`config.mk`:
```
export PLATFORM = sky130hd
export DESIGN_NAME = vend_ctrl
export DESIGN_NICKNAME = d
export VERILOG_FILES = /design/src/rtl/vend_pkg.sv /design/src/rtl/vend_stock.sv /design/src/rtl/vend_ctrl.sv
export SDC_FILE = /design/constraint.sdc
export NUM_CORES = 1
export LEC_CHECK = 0
export CORE_ASPECT_RATIO = 0.75
export CORE_MARGIN = 3
export CORE_UTILIZATION = 30
export CTS_BUF_LIST = sky130_fd_sc_hd__clkbuf_2 sky130_fd_sc_hd__clkbuf_4 sky130_fd_sc_hd__clkbuf_8
export DETAILED_ROUTE_END_ITERATION = 12
export GPL_ROUTABILITY_DRIVEN = 0
export SYNTH_ARGS = -nofsm -noshare
export SYNTH_HDL_FRONTEND = slang
export SYNTH_HIERARCHICAL = 1
export SYNTH_SLANG_ARGS = --single-unit
```
`constraint.sdc`:
```
create_clock -name clk -period 4.6 [get_ports clk]
set_input_delay 0.46 -clock clk [delete_from_list [all_inputs] [get_ports clk]]
set_output_delay 0.46 -clock clk [all_outputs]
set_load 0.01 [all_outputs]
```
`src/rtl/vend_pkg.sv`:
```
// Shared state encoding, coin codes and width helpers for the vending controller.
package vend_pkg;

  typedef enum logic [2:0] {
    ST_IDLE     = 3'd0,
    ST_SELECT   = 3'd1,
    ST_CONFIRM  = 3'd2,
    ST_PAY      = 3'd3,
    ST_DISPENSE = 3'd4,
    ST_CHANGE   = 3'd5
  } vend_state_e;

  localparam logic [1:0] COIN_2   = 2'b00;
  localparam logic [1:0] COIN_5   = 2'b01;
  localparam logic [1:0] COIN_10  = 2'b10;
  localparam logic [1:0] COIN_BAD = 2'b11;

  localparam int COIN_VAL_W = 4;

  function automatic logic [COIN_VAL_W-1:0] coin_value(input logic [1:0] code);
    case (code)
      COIN_2:  return 4'd2;
      COIN_5:  return 4'd5;
      COIN_10: return 4'd10;
      default: return 4'd0;
    endcase
  endfunction

  // Room for the largest price*qty plus one more coin before payment completes.
  function automatic int amt_width(input int price_w, input int qty_w);
    return price_w + qty_w + 1;
  endfunction

endpackage

```
`src/rtl/vend_stock.sv`:
```
// Per-product stock counters with availability lookup, single-unit decrement and restock.
module vend_stock
  import vend_pkg::*;
#(
  parameter  int N_PROD     = 8,
  parameter  int STOCK_W    = 4,
  parameter  int QTY_W      = 3,
  parameter  int INIT_STOCK = 5,
  localparam int ID_W       = $clog2(N_PROD)
) (
  input  logic             clk,
  input  logic             reset,
  input  logic [ID_W-1:0]  chk_id,
  input  logic [QTY_W-1:0] chk_qty,
  output logic             avail,
  input  logic             dec_en,
  input  logic [ID_W-1:0]  dec_id,
  input  logic             restock_en,
  input  logic [ID_W-1:0]  restock_id
);

  logic [STOCK_W-1:0] stock [N_PROD];

  // NOTE: the stock array is a real state register with a reset value, so it is
  // reset like any other flop; a RAM-style array would be left unreset.
  // NOTE: sequential state uses non-blocking assignments so every flop samples
  // pre-edge values regardless of block ordering.
  always_ff @(posedge clk or posedge reset) begin
    if (reset) begin
      for (int i = 0; i < N_PROD; i++) stock[i] <= STOCK_W'(INIT_STOCK);
    end else begin
      for (int i = 0; i < N_PROD; i++) begin
        if (restock_en && restock_id == ID_W'(i)) stock[i] <= STOCK_W'(INIT_STOCK);
        else if (dec_en && dec_id == ID_W'(i))    stock[i] <= stock[i] - STOCK_W'(1);
      end
    end
  end

  // NOTE: combinational outputs get a default before any conditional update so
  // no path leaves them unassigned (which would infer a latch).
  always_comb begin
    avail = 1'b0;
    for (int i = 0; i < N_PROD; i++) begin
      if (chk_id == ID_W'(i)) avail = (32'(stock[i]) >= 32'(chk_qty));
    end
  end

endmodule

```
`src/rtl/vend_ctrl.sv`:
```
// Vending controller: select/confirm/pay/dispense/change FSM with per-product stock.
// Define VEND_CHANGE_EN to accept overpayment and return the excess as change.
module vend_ctrl
  import vend_pkg::*;
#(
  parameter  int N_PROD      = 8,
  parameter  int PRICE_W     = 8,
  parameter  int QTY_W       = 3,
  parameter  int STOCK_W     = 4,
  parameter  int INIT_STOCK  = 5,
  parameter  int TIMEOUT_CYC = 1024,
  localparam int ID_W        = $clog2(N_PROD),
  localparam int AMT_W       = amt_width(PRICE_W, QTY_W)
) (
  input  logic                      clk,
  input  logic                      reset,
  input  logic                      start,
  input  logic                      sel_valid,
  input  logic [ID_W-1:0]           sel_id,
  input  logic [QTY_W-1:0]          qty,
  input  logic                      confirm,
  input  logic                      cancel,
  input  logic                      coin_valid,
  input  logic [1:0]                coin_sel,
  input  logic                      restock,
  input  logic [N_PROD*PRICE_W-1:0] price_tbl,
  output logic [PRICE_W-1:0]        view_price,
  output logic [QTY_W-1:0]          view_qty,
  output logic [AMT_W-1:0]          total_due,
  output logic [AMT_W-1:0]          credit,
  output logic                      dispense_valid,
  output logic [ID_W-1:0]           dispense_id,
  input  logic                      dispense_ready,
  output logic                      change_valid,
  output logic [AMT_W-1:0]          change_amt,
  input  logic                      change_ready,
  output logic                      coin_reject,
  output logic                      err_soldout,
  output logic                      err_timeout,
  output logic [2:0]                state_o
);

  localparam int              TMO_W    = $clog2(TIMEOUT_CYC);
  localparam logic [TMO_W-1:0] TMO_LAST = TMO_W'(TIMEOUT_CYC - 1);

  vend_state_e        state, state_d;
  logic [PRICE_W-1:0] price_sel, view_price_d;
  logic [QTY_W-1:0]   view_qty_d, disp_cnt, disp_cnt_d;
  logic [ID_W-1:0]    dispense_id_d;
  logic [AMT_W-1:0]   total_due_d, credit_d, change_amt_d, credit_sum;
  logic [TMO_W-1:0]   tmo_cnt, tmo_d;
  logic               avail, sel_ok, timed, abort;
  logic               sel_accept, coin_accept, dec_en, restock_en;
  logic               coin_reject_d, err_soldout_d, err_timeout_d;

  vend_stock #(
    .N_PROD     (N_PROD),
    .STOCK_W    (STOCK_W),
    .QTY_W      (QTY_W),
    .INIT_STOCK (INIT_STOCK)
  ) u_stock (
    .clk        (clk),
    .reset      (reset),
    .chk_id     (sel_id),
    .chk_qty    (qty),
    .avail      (avail),
    .dec_en     (dec_en),
    .dec_id     (dispense_id),
    .restock_en (restock_en),
    .restock_id (sel_id)
  );

  assign price_sel  = price_tbl[32'(sel_id)*PRICE_W +: PRICE_W];
  assign sel_ok     = (qty != '0) && (int'(sel_id) < N_PROD) && avail;
  assign credit_sum = credit + AMT_W'(coin_value(coin_sel));
  assign timed      = (state == ST_SELECT) || (state == ST_CONFIRM) || (state == ST_PAY);
  assign abort      = timed && (cancel || tmo_cnt == TMO_LAST);
  assign state_o    = state;

  always_comb begin
    state_d       = state;
    view_price_d  = view_price;
    view_qty_d    = view_qty;
    total_due_d   = total_due;
    credit_d      = credit;
    change_amt_d  = change_amt;
    dispense_id_d = dispense_id;
    disp_cnt_d    = '0;
    sel_accept    = 1'b0;
    coin_accept   = 1'b0;
    dec_en        = 1'b0;
    restock_en    = 1'b0;
    err_soldout_d = 1'b0;
    err_timeout_d = 1'b0;

    case (state)
      ST_IDLE: begin
        restock_en = restock;
        if (start) state_d = ST_SELECT;
      end

      ST_SELECT, ST_CONFIRM, ST_PAY: begin
        if (abort) begin
          err_timeout_d = !cancel;
          if (state == ST_PAY && credit != '0) begin
            state_d      = ST_CHANGE;
            change_amt_d = credit;
          end else begin
            state_d = ST_IDLE;
          end
        end else if (state == ST_CONFIRM && confirm) begin
          credit_d = '0;
          state_d  = (total_due == '0) ? ST_DISPENSE : ST_PAY;
        end else if (state != ST_PAY && sel_valid) begin
          if (sel_ok) begin
            sel_accept    = 1'b1;
            dispense_id_d = sel_id;
            view_qty_d    = qty;
            view_price_d  = price_sel;
            total_due_d   = AMT_W'(price_sel) * AMT_W'(qty);
            state_d       = ST_CONFIRM;
          end else begin
            err_soldout_d = 1'b1;
          end
        end else if (state == ST_PAY && coin_valid && coin_sel != COIN_BAD) begin
`ifdef VEND_CHANGE_EN
          coin_accept = 1'b1;
`else
          // Exact payment only: a coin that would overshoot is handed straight back.
          coin_accept = (credit_sum <= total_due);
`endif
          if (coin_accept) begin
            credit_d = credit_sum;
            if (credit_sum >= total_due) state_d = ST_DISPENSE;
          end
        end
      end

      ST_DISPENSE: begin
        disp_cnt_d = disp_cnt;
        if (dispense_ready) begin
          dec_en     = 1'b1;
          disp_cnt_d = disp_cnt + QTY_W'(1);
          if (disp_cnt == view_qty - QTY_W'(1)) begin
            if (credit > total_due) begin
              state_d      = ST_CHANGE;
              change_amt_d = credit - total_due;
            end else begin
              state_d = ST_IDLE;
            end
          end
        end
      end

      ST_CHANGE: if (change_ready) state_d = ST_IDLE;

      default: state_d = ST_IDLE;
    endcase

    // Money is never carried across a return to IDLE.
    if (state_d == ST_IDLE) begin
      credit_d     = '0;
      change_amt_d = '0;
    end

    coin_reject_d = coin_valid && !coin_accept;
    // Idle timer restarts on any state change or accepted selection/coin.
    if (timed && state_d == state && !(sel_accept || coin_accept)) tmo_d = tmo_cnt + TMO_W'(1);
    else                                                          tmo_d = '0;
  end

  always_ff @(posedge clk or posedge reset) begin
    if (reset) begin
      state          <= ST_IDLE;
      view_price     <= '0;
      view_qty       <= '0;
      total_due      <= '0;
      credit         <= '0;
      change_amt     <= '0;
      dispense_id    <= '0;
      disp_cnt       <= '0;
      tmo_cnt        <= '0;
      dispense_valid <= 1'b0;
      change_valid   <= 1'b0;
      coin_reject    <= 1'b0;
      err_soldout    <= 1'b0;
      err_timeout    <= 1'b0;
    end else begin
      state          <= state_d;
      view_price     <= view_price_d;
      view_qty       <= view_qty_d;
      total_due      <= total_due_d;
      credit         <= credit_d;
      change_amt     <= change_amt_d;
      dispense_id    <= dispense_id_d;
      disp_cnt       <= disp_cnt_d;
      tmo_cnt        <= tmo_d;
      dispense_valid <= (state_d == ST_DISPENSE);
      change_valid   <= (state_d == ST_CHANGE);
      coin_reject    <= coin_reject_d;
      err_soldout    <= err_soldout_d;
      err_timeout    <= err_timeout_d;
    end
  end

endmodule
```
==> metrics.txt, run 1 <==
Initial Utilization 0.310; First DRT Iteration DRCs between 400 and 500; clk sink count around 100; vias in the first global route a little under 7000; Die X-Extent ~190 um; Synth Cell Area roughly 8000 um2; top_reg_cell synth dfrtp_1; DP Area 9760 um2; Pwr Density 407 nW/um2; Yosys top cell by area dfrtp_1; Vias/cell just over 5; Setup crit start kind input pin; Total Wirelength about 23000 um; Syn-to-layout area delta 27.8%; fmax 224 MHz; endpoints failing setup 0; clock buffer depth 2; Yosys warnings 6; register area approximately 2600 um2; via count roughly 6900; final hold violation count 0; status finished, final reports clean; unrepaired setup endpoints after global routing no; CTS buffer count 9; EDFF count, synth 0; Syn Nets 1008; Finished Cell Area about 10000 um2; CTS Hold Bufs 0; # Max-Cap Violations 0; FILL cells 2521; CORE AREA about 25000 um2; drc violations 0; post-synth cell types 81; largest net degree at the start of global routing 40; CP Launch Point coin_sel[1]; VDD IR-drop max 0.199 mV; residual overflow from global routing 0; r2r setup slk approximately 0.42 ns; TritonCTS clock tree done; die height ~150 um; Yosys top cell area share 0.274; smallest hold slack approximately 0.50 ns; initial antenna violation count 0; final setup TNS 0 ns; root buffer cell clkbuf_8; Port Buf Inserts about 140; cell count after synthesis 847; Req. time, crit path ~4.9 ns; worst hold path type reg -> reg; Cells after DPL between 1000 and 1500; WL/cell roughly 17 um; mux cell area share after synthesis 0.0820; period utilization 0.972; worst-path fanout max 12; Power, Total 4.08 mW; Crit Path Category in -> reg; Post-synth ARST share 1.00; final non-filler cell total between 1000 and 1500; XOR/XNOR share of the synthesized area 0.0592; worst slew pin tran between 0.7 and 0.8 ns; synthesized flop and latch total about 100; Die ar. 28100 um2; final net count 1152; pre-CTS worst setup slack -0.436 ns; standard-cell rows 50; H-Tree Depth 3; Post-Synth Adder-Cell Area 0.137; io pins 140; skew final approximately 0.017 ns; post-route setup slack about 0.13 ns; Final min period 4.47 ns; Crit. End Element flip-flop; Post-Syn Area per Cell about 9.3 um2; total inserted antenna cells 0; first-pass GRT wire length approximately 37000 um; Pleak around 4.3 nW; Worst-path clk slew ~0.12 ns; Worst Path Arrival around 4.8 ns; ANT nets after route 0; main combinational cell family by area after synthesis simple AND/OR/NAND/NOR gates; router iterations before antenna repair 5; Seq/Total Area, Yosys 0.328; Total Routing Usage GR 0.164; count leader, synth nand2_1; Layout Utilization 0.396; share of layout cells above drive strength 1 0.143; worst-skew pair later-pin latency ~0.4 ns; cells taking the most area after synthesis dfrtp_1 27%, ha_1 11%, dfstp_2 5.4%, nand2_1 4.7%, mux4_2 4.6%; Post-synth top cells 99 x nand2_1, 86 x dfrtp_1, 70 x ha_1, 68 x inv_1, 56 x nor2_1; hold path start view_price[7]; Compound-Gate Fraction of Synth Area 0.139; Post-Synth Simple-Gate Area 0.198; footprint of the multi-input gates slightly below 5000 um2; Slew headroom 0.498; r2r startpoint credit[1]; post-DP HPWL 18000 um; fin. max-slew vios 0
[routing by layer]
metal,global-route usage,up-vias,share of wire
met1,0.243,3301,0.48
met4,0.0379,0,0.015
li1,-,3293,-
met5,0,-,0
met3,0.0391,19,0.086
met2,0.242,264,0.42
[worst max-delay path, cell delays in order]
cell	delay, ns
clkdlybuf4s50_1	0.48
and2b_1	0.20
ha_1	0.21
fa_2	0.35
maj3_1	0.35
a21oi_2	0.21
nor3_1	0.08
xor2_1	0.17
ha_1	0.31
nand3_1	0.09
or4_4	0.57
nor3_1	0.19
mux2_4	0.20
o21ai_2	0.08
buf_4	0.15
nor4b_4	0.25
buf_4	0.18
clkbuf_16	0.17
a311oi_2	0.04
[what timing repair did]
action / 4_1_cts / 5_1_grt
endpoints found under the setup margin: 10 / 36
cloned: 0 / 1
resized for setup: 1 / 6
setup buffers: 0 / 2
pin swaps: 0 / 2
[path summary, 6_finish.rpt]
kind | endpoint | cells past startpoint
worst max-delay path | change_amt[5] | 19
worst min-delay path | view_price[7] | 2
worst max register to register | change_amt[5] | 17
worst min register to register | view_price[7] | 2
max in group asynchronous | view_price[6] | 3
min in group asynchronous | err_timeout | 2
[report_power, final]
part | leakage, nW | internal [mW] | switching (mW) | total, mW
registers | 1.33 | 1.16 | 0.286 | 1.45
clock network | 0.0925 | 0.222 | 0.365 | 0.586
logic | 2.84 | 0.993 | 1.05 | 2.04
[logic make-up (layout without fill, tap and decap cells)]
group / Yosys count / count (layout)
multiplexers: 41 / 41
buffers and inverters: 109 / 258
adder cells (fa/ha/maj): 81 / 81
XOR/XNOR: 53 / 53
AO/OA/AOI/OAI: 159 / 159
other: 1 / 1
AND/OR/NAND/NOR: 301 / 301
flip-flops: 102 / 102
[layout by cell type, fill, tap and decap left out, types with 3 or more instances in the layout]
master           count
a211oi_1            16
a211oi_2             3
a21oi_1             43
a311oi_1             5
a311oi_2             5
and2_1               6
and3_1              12
buf_12               3
buf_4               32
clkbuf_8            10
clkdlybuf4s50_1    138
dfrtp_1             86
dfstp_2             16
fa_1                 8
ha_1                70
inv_1               67
mux2_2              22
mux4_2              16
nand2_1             99
nand2b_1            15
nand3_1             20
nand4_1             13
nor2_1              56
nor2b_1             13
nor3_1              17
nor3b_1              5
nor4_1              11
o211ai_1             3
o21ai_0             44
o22ai_1              3
o31a_1               3
o31ai_1              5
or2_2                4
or3_1                3
xnor2_1             31
xor2_1              22
[layout make-up]
cell class                 instances  area share
clock buffer                      10      0.0137
tap                              338      0.0422
timing repair buffer             174       0.170
clock inverter                     6     0.00549
sequential                       102       0.257
inverter                          68      0.0255
multi-input combinational        636       0.486
[flip-flops by register name (all words and copies together), names as in the netlist, 3 cells and up]
signal         cells
credit            12
tmo_cnt           10
disp_cnt           3
dispense_id        3
total_due         11
change_amt        12
state_o            3
view_qty           3
view_price         8
u_stock/stock     32
Note: power is estimated with default switching activity, not from simulation.
==> run 2, diff against run 1 <==
--- a/config.mk
+++ b/config.mk
@@ -6,4 +6,5 @@
 export NUM_CORES = 1
 export LEC_CHECK = 0
+export ABC_AREA = 1
 export CORE_ASPECT_RATIO = 0.75
 export CORE_MARGIN = 3
==> constraint.sdc (replaced) <==
create_clock -name clk -period 4.6 [get_ports clk]
set_input_delay 0.46 -clock clk [delete_from_list [all_inputs] [get_ports clk]]
set_output_delay 0.46 -clock clk [all_outputs]
set_load 0.02 [all_outputs]
==> run 2 against run 1 <==
Die area increased by 2.8%. Worst hold slack got worse by 0.018 ns. Via count increased by 10%. Power increased by 2.4%. First-iteration DRC count increased by 19%. Final cell count increased by 21%. Core utilization decreased by 1.0 points. Global-route usage increased by 0.33 points. Maximum frequency increased by 16%. Critical endpoint is now change_amt[11]. Largest cell class unchanged.
==> metrics.txt, run 2 <==
router iterations before antenna repair 5; Yosys top cell area share 0.267; WL/cell approximately 15 um; Crit path max-delay family simple AND/OR/NAND/NOR gates; clock buffer depth 2; Worst-path clk slew 0.13 ns; fmax around 260 MHz; CTS Hold Bufs 0; Largest regs u_stock/stock (32), change_amt (12), credit (12); Syn Nets roughly 1300; cell count after synthesis around 1100; Yosys warnings 6; Seq/Total Area, Yosys 0.319; skew final about 0.019 ns; r2r setup slk around 0.94 ns; root buffer cell clkbuf_8; vias in the first global route between 7000 and 8000; initial antenna violation count 0; Clk network pwr share 0.145; TritonCTS clock tree done; CP peak stage delay 0.53 ns; fin. max-slew vios 0; Power, Total 4.18 mW; Synth Cell Area between 8000 and 9000 um2; Port Buf Inserts about 140; r2r startpoint credit[0]; post-synth cell types 51; standard-cell rows between 50 and 60; Worst Path Arrival 4.18 ns; Largest register FFs 32; reg2reg path depth 23; first-pass GRT wire length approximately 39000 um; largest net degree at the start of global routing 39; Post-synth ARST share 1.00; worst-skew pair later-pin latency around 0.40 ns; FILL cells 2648; internal power 2.25 mW; period utilization 0.841; final hold violation count 0; Initial Utilization 0.308; Total Wirelength approximately 24000 um; drc violations 0; Yosys top cell by area dfrtp_1; io pins 140; r2r endpoint change_amt[11]; Crit-path slowest cell clkdlybuf4s50_1; First DRT Iteration DRCs 527; top_reg_cell synth dfrtp_1; count leader, synth nand2_1; die height around 150 um; Crit Path Category in -> reg; met2 Usage GRT 0.248; gr busiest metal met1; Pwr Density 413 nW/um2; share of layout cells above drive strength 1 0.115; Final min period 3.87 ns; # Max-Cap Violations 0; Req. time, crit path just under 5 ns; CTS buffer count 9; residual overflow from global routing 0; combinational power share 0.507; commonest non-fill, non-tap cell in the layout nand2_1; smallest hold slack around 0.48 ns; Layout Utilization 0.386; Crit. End Element flip-flop; Net Switching 1.92 mW; CTS resizes 0; Setup crit start kind input pin; final setup TNS 0 ns; worst hold path type in -> async; CORE AREA between 20000 and 30000 um2; commonest non-fill, non-tap cells in the layout 250 x nand2_1, 176 x inv_1, 138 x clkdlybuf4s50_1, 105 x o21ai_0, 86 x dfrtp_1; worst slew pin tran ~0.87 ns; Top reg by flops u_stock/stock; worst-path fanout max 24; Finished Cell Area between 10000 and 15000 um2; Flop pwr share 0.348; met1 Use GR 0.253; ANT nets after route 0; clk sink count 102; Pleak 5.07 nW; Critical path buffers and inverters 7; Net Sw Frac 0.461; H-Tree Depth 3; VDD IR-drop max 0.231 mV; Post-synth top cells 250 x nand2_1, 177 x inv_1, 105 x o21ai_0, 86 x dfrtp_1, 85 x nor2_1; post-DP HPWL between 15000 and 20000 um; endpoints failing setup 0; routing usage on met3 0.0310; total inserted antenna cells 0; DP Area a little under 10000 um2; Die X-Extent ~200 um; EDFF count, synth 0; CP most frequent cell nand2_1; Syn-to-layout area delta 25.2%; Die ar. 28900 um2; Post-Syn Area per Cell between 7 and 8 um2; post-CTS setup buffers 0; unrepaired setup endpoints after global routing no; cells taking the most area after synthesis dfrtp_1 27%, nand2_1 12%, ha_1 11%, inv_1 8.2%, o21ai_0 6.5%; Vias/cell around 4.7; Slew headroom 0.422; status finished, final reports clean; Total Routing Usage GR 0.168; synthesized flop and latch total just over 100; final net count 1428; via count ~7600
-- run 2: cell count changes in the layout (fill, tap and decap cells not counted), moves of 26 or more --
cell and change:
inv_1 +109, inv_2 +33, nand2_1 +151, nand3_1 +26
nor2_1 +29, o21ai_0 +61
-- run 2: how the worst max path moves through the flow --
stage               depth (start not counted)         from  slack (ns)        endpoint
CTS                                        26  coin_sel[0]        0.76  change_amt[10]
global placement                           26  coin_sel[0]        0.35   change_amt[9]
detailed placement                         26  coin_sel[0]        0.31  change_amt[10]
finish                                     26  coin_sel[0]        0.73  change_amt[11]
floorplan                                  26  coin_sel[1]        1.26      credit[10]
global route                               26  coin_sel[0]        0.34   change_amt[8]
-- run 2: final cells by class --
type | count | area (um2) | share of cell area
Multi-Input combinational cell | 787 | 4600 | 0.455
Sequential cell | 102 | 2570 | 0.254
Timing Repair Buffer | 156 | 1520 | 0.150
Inverter | 211 | 792 | 0.0783
Tap cell | 344 | 430 | 0.0426
Clock buffer | 9 | 124 | 0.0122
Clock inverter | 7 | 76.3 | 0.00755
-- run 2: cell families (layout without fill, tap and decap cells) --
group | after synthesis | after routing | share of synthesized area
simple gates | 488 | 488 | 0.278
buf+inv | 233 | 383 | 0.112
compound gates | 194 | 194 | 0.133
flops | 102 | 102 | 0.319
fa+ha+maj | 79 | 79 | 0.131
xor+xnor | 25 | 25 | 0.0271
other cells | 1 | 1 | 0.000464
-- run 2: power by group through the flow --
| stage | Combinational, mW | Clock, mW | Sequential (mW) |
|---|---|---|---|
| 2_1_floorplan | 1.27 | 0 | 1.56 |
| 6_report | 2.12 | 0.605 | 1.45 |
| 3_3_place_gp | 2.08 | 0 | 1.47 |
| 5_1_grt | 2.40 | 0.664 | 1.50 |
| 3_5_place_dp | 2.12 | 0 | 1.47 |
| 4_1_cts | 2.13 | 0.632 | 1.46 |
-- run 2: per-layer routing --
layer  up-vias  wire length [um]
li1       3883                 -
met5         -                 0
met4         0               346
met2       191             10100
met1      3495             12500
met3        18              1420
-- run 2: through the flow --
step,instances,setup slack (ns)
CTS,1616,0.757
detailed placement,1600,0.313
floorplan,1122,1.26
global route,1616,0.336
finish,1616,0.731
global placement,1600,0.349
-- run 2: worst reg2reg max path, stage by stage, from the launching register on --
cell     delay [ns]
dfrtp_1        0.53
ha_1           0.24
fa_1           0.21
inv_1          0.04
o21ai_0        0.35
inv_1          0.10
nor3_1         0.21
xor2_1         0.21
inv_1          0.06
ha_1           0.28
nand2_1        0.06
nor2_1         0.15
nand3_1        0.11
nor2_2         0.13
nand2_4        0.08
nand2_2        0.05
nand2_1        0.04
nand2_1        0.06
nand2_2        0.07
nand2_4        0.11
nand4_4        0.07
buf_4          0.25
nand2_1        0.13
inv_2          0.03
==> run 3, diff against run 2 <==
Clock period 4.6 ns to 3.3 ns, I/O delays scaled along.
==> run 3 against run 2 <==
Power is 53% higher. Count of clock-buffer cells in the layout stayed put. Critical path depth is 3 lower. Critical path type is now reg -> reg. Highest routed layer unchanged.
==> metrics.txt, run 3 (synthesis gave the netlist of run 2 again) <==
die height about 150 um; Largest register FFs 32; H-Tree Depth 3; clk sink count between 100 and 150; standard-cell rows a little over 50; Final min period around 3.2 ns; TritonCTS clock tree done; commonest non-fill, non-tap cell in the layout nand2_1; Power, Total 6.40 mW; residual overflow from global routing 0; drc violations 0; final setup TNS 0 ns; clock buffer depth 2; post-DP HPWL about 19000 um; Syn-to-layout area delta 37.2%; fmax 310 MHz; Crit. End Element flip-flop; period utilization 0.979; WL/cell 14.9 um; Vias/cell between 4 and 5; Total Routing Usage GR 0.172; Setup crit start kind flip-flop; status finished, final reports clean; Pwr Density between 500 and 600 nW/um2; io pins 140; met2 Usage GRT 0.256; commonest non-fill, non-tap cells in the layout 236 x nand2_1, 166 x inv_1, 133 x clkdlybuf4s50_1, 99 x o21ai_0; First DRT Iteration DRCs between 500 and 600; DP Area about 10000 um2; Worst-path clk slew between 0.1 and 0.15 ns; unrepaired setup endpoints after global routing yes; initial antenna violation count 0; Crit Path Category reg -> reg; largest net degree at the start of global routing 38; Finished Cell Area approximately 11000 um2; ANT nets after route 0; Pleak roughly 5.5 nW; via count 8065; Top reg by flops u_stock/stock; # Max-Cap Violations 0; FILL cells between 2000 and 3000; skew final 0.0200 ns; Total Wirelength 25200 um; final net count 1508; CTS buffer count 9; routing usage on met3 0.0371; final hold violation count 0; Req. time, crit path ~3.6 ns; share of layout cells above drive strength 1 0.203; root buffer cell clkbuf_8; Slew headroom 0.567; router iterations before antenna repair 5; Layout Utilization 0.423; post-route setup slack between 0.06 and 0.07 ns; pre-CTS worst setup slack -0.639 ns; total inserted antenna cells 0; CTS Hold Bufs 0; worst-skew pair later-pin latency 0.40 ns; Die ar. 28900 um2; first-pass GRT wire length between 40000 and 50000 um; met1 Use GR 0.255; fin. max-slew vios 0; Largest regs u_stock/stock (32), change_amt (12), credit (12); Die X-Extent about 200 um; worst hold path type in -> async; worst-path fanout max 6; Initial Utilization 0.308; VDD IR-drop max between 0.15 and 0.2 mV; worst slew pin tran 0.648 ns; Port Buf Inserts 138; gr busiest metal met2; CORE AREA between 20000 and 30000 um2; endpoints failing setup 0; Worst Path Arrival roughly 3.5 ns; vias in the first global route 7536
## run 3: cell count changes in the layout (fill, tap and decap cells not counted), moves of 5 or more
cell             previous run  this run
buf_4                      18        85
clkdlybuf4s50_1           138       133
inv_1                     176       166
inv_2                      34        43
nand2_1                   250       236
nand2_2                    21        32
o21ai_0                   105        99
## run 3: report_power, final
group / switching, mW / leakage, nW / internal (mW)
clock network: 0.547 / 0.105 / 0.307
registers: 0.367 / 1.32 / 1.66
logic: 2.00 / 4.11 / 1.52
## run 3: repair_timing
| action | CTS | global route |
|---|---|---|
| cloned | 4 | 0 |
| endpoints found under the setup margin | 39 | 45 |
| pin swaps | 8 | 14 |
| resized for setup | 30 | 51 |
| buffers inserted | 8 | 4 |
## run 3: cell type report
class | count | area (um2) | share of cell area
Clock buffer | 9 | 124 | 0.0112
Timing Repair Buffer | 235 | 2230 | 0.201
Clock inverter | 7 | 86.3 | 0.00779
Sequential cell | 102 | 2570 | 0.232
Inverter | 211 | 796 | 0.0718
Multi-Input combinational cell | 788 | 4840 | 0.437
Tap cell | 344 | 430 | 0.0388
## run 3: worst max-delay path, stage by stage (launching register included)
cell,delay [ns]
dfrtp_1,0.44
ha_4,0.18
fa_2,0.36
inv_2,0.08
o21ai_4,0.06
inv_1,0.09
nor2_1,0.05
xnor2_1,0.23
inv_1,0.08
ha_1,0.29
and3_4,0.20
nand3_4,0.08
nor2_4,0.11
nand2_4,0.07
nand2_2,0.05
nand2_1,0.04
nand2_1,0.06
nand2_2,0.07
nand2_4,0.09
nand4_4,0.08
buf_12,0.17
buf_16,0.14
nand2_1,0.07
inv_2,0.03
## run 3: path summary, 6_finish.rpt
kind / startpoint / endpoint / slack [ns] / cells after the start
max: credit[0] / credit[1] / 0.07 / 23
min: reset / u_stock/stock[13] / 0.34 / 3
max reg2reg: credit[0] / credit[1] / 0.07 / 23
min reg2reg: u_stock/stock[31] / u_stock/stock[31] / 0.47 / 1
max in group asynchronous: reset / credit[2] / 2.18 / 3
min in group clk: qty[1] / view_qty[1] / 0.40 / 3
## run 3: metal layers
layer	up-vias	part of all wire
met5	-	0
met4	0	0.015
met3	21	0.062
met2	221	0.42
met1	3776	0.50
li1	4047	-
## run 3: per-stage QoR
step	cells	hold slack, ns
final	1696	0.340
after global routing	1696	0.366
after CTS	1693	0.336
after detailed placement	1665	0.456
after global placement	1665	0.456
after floorplan	1122	0.396
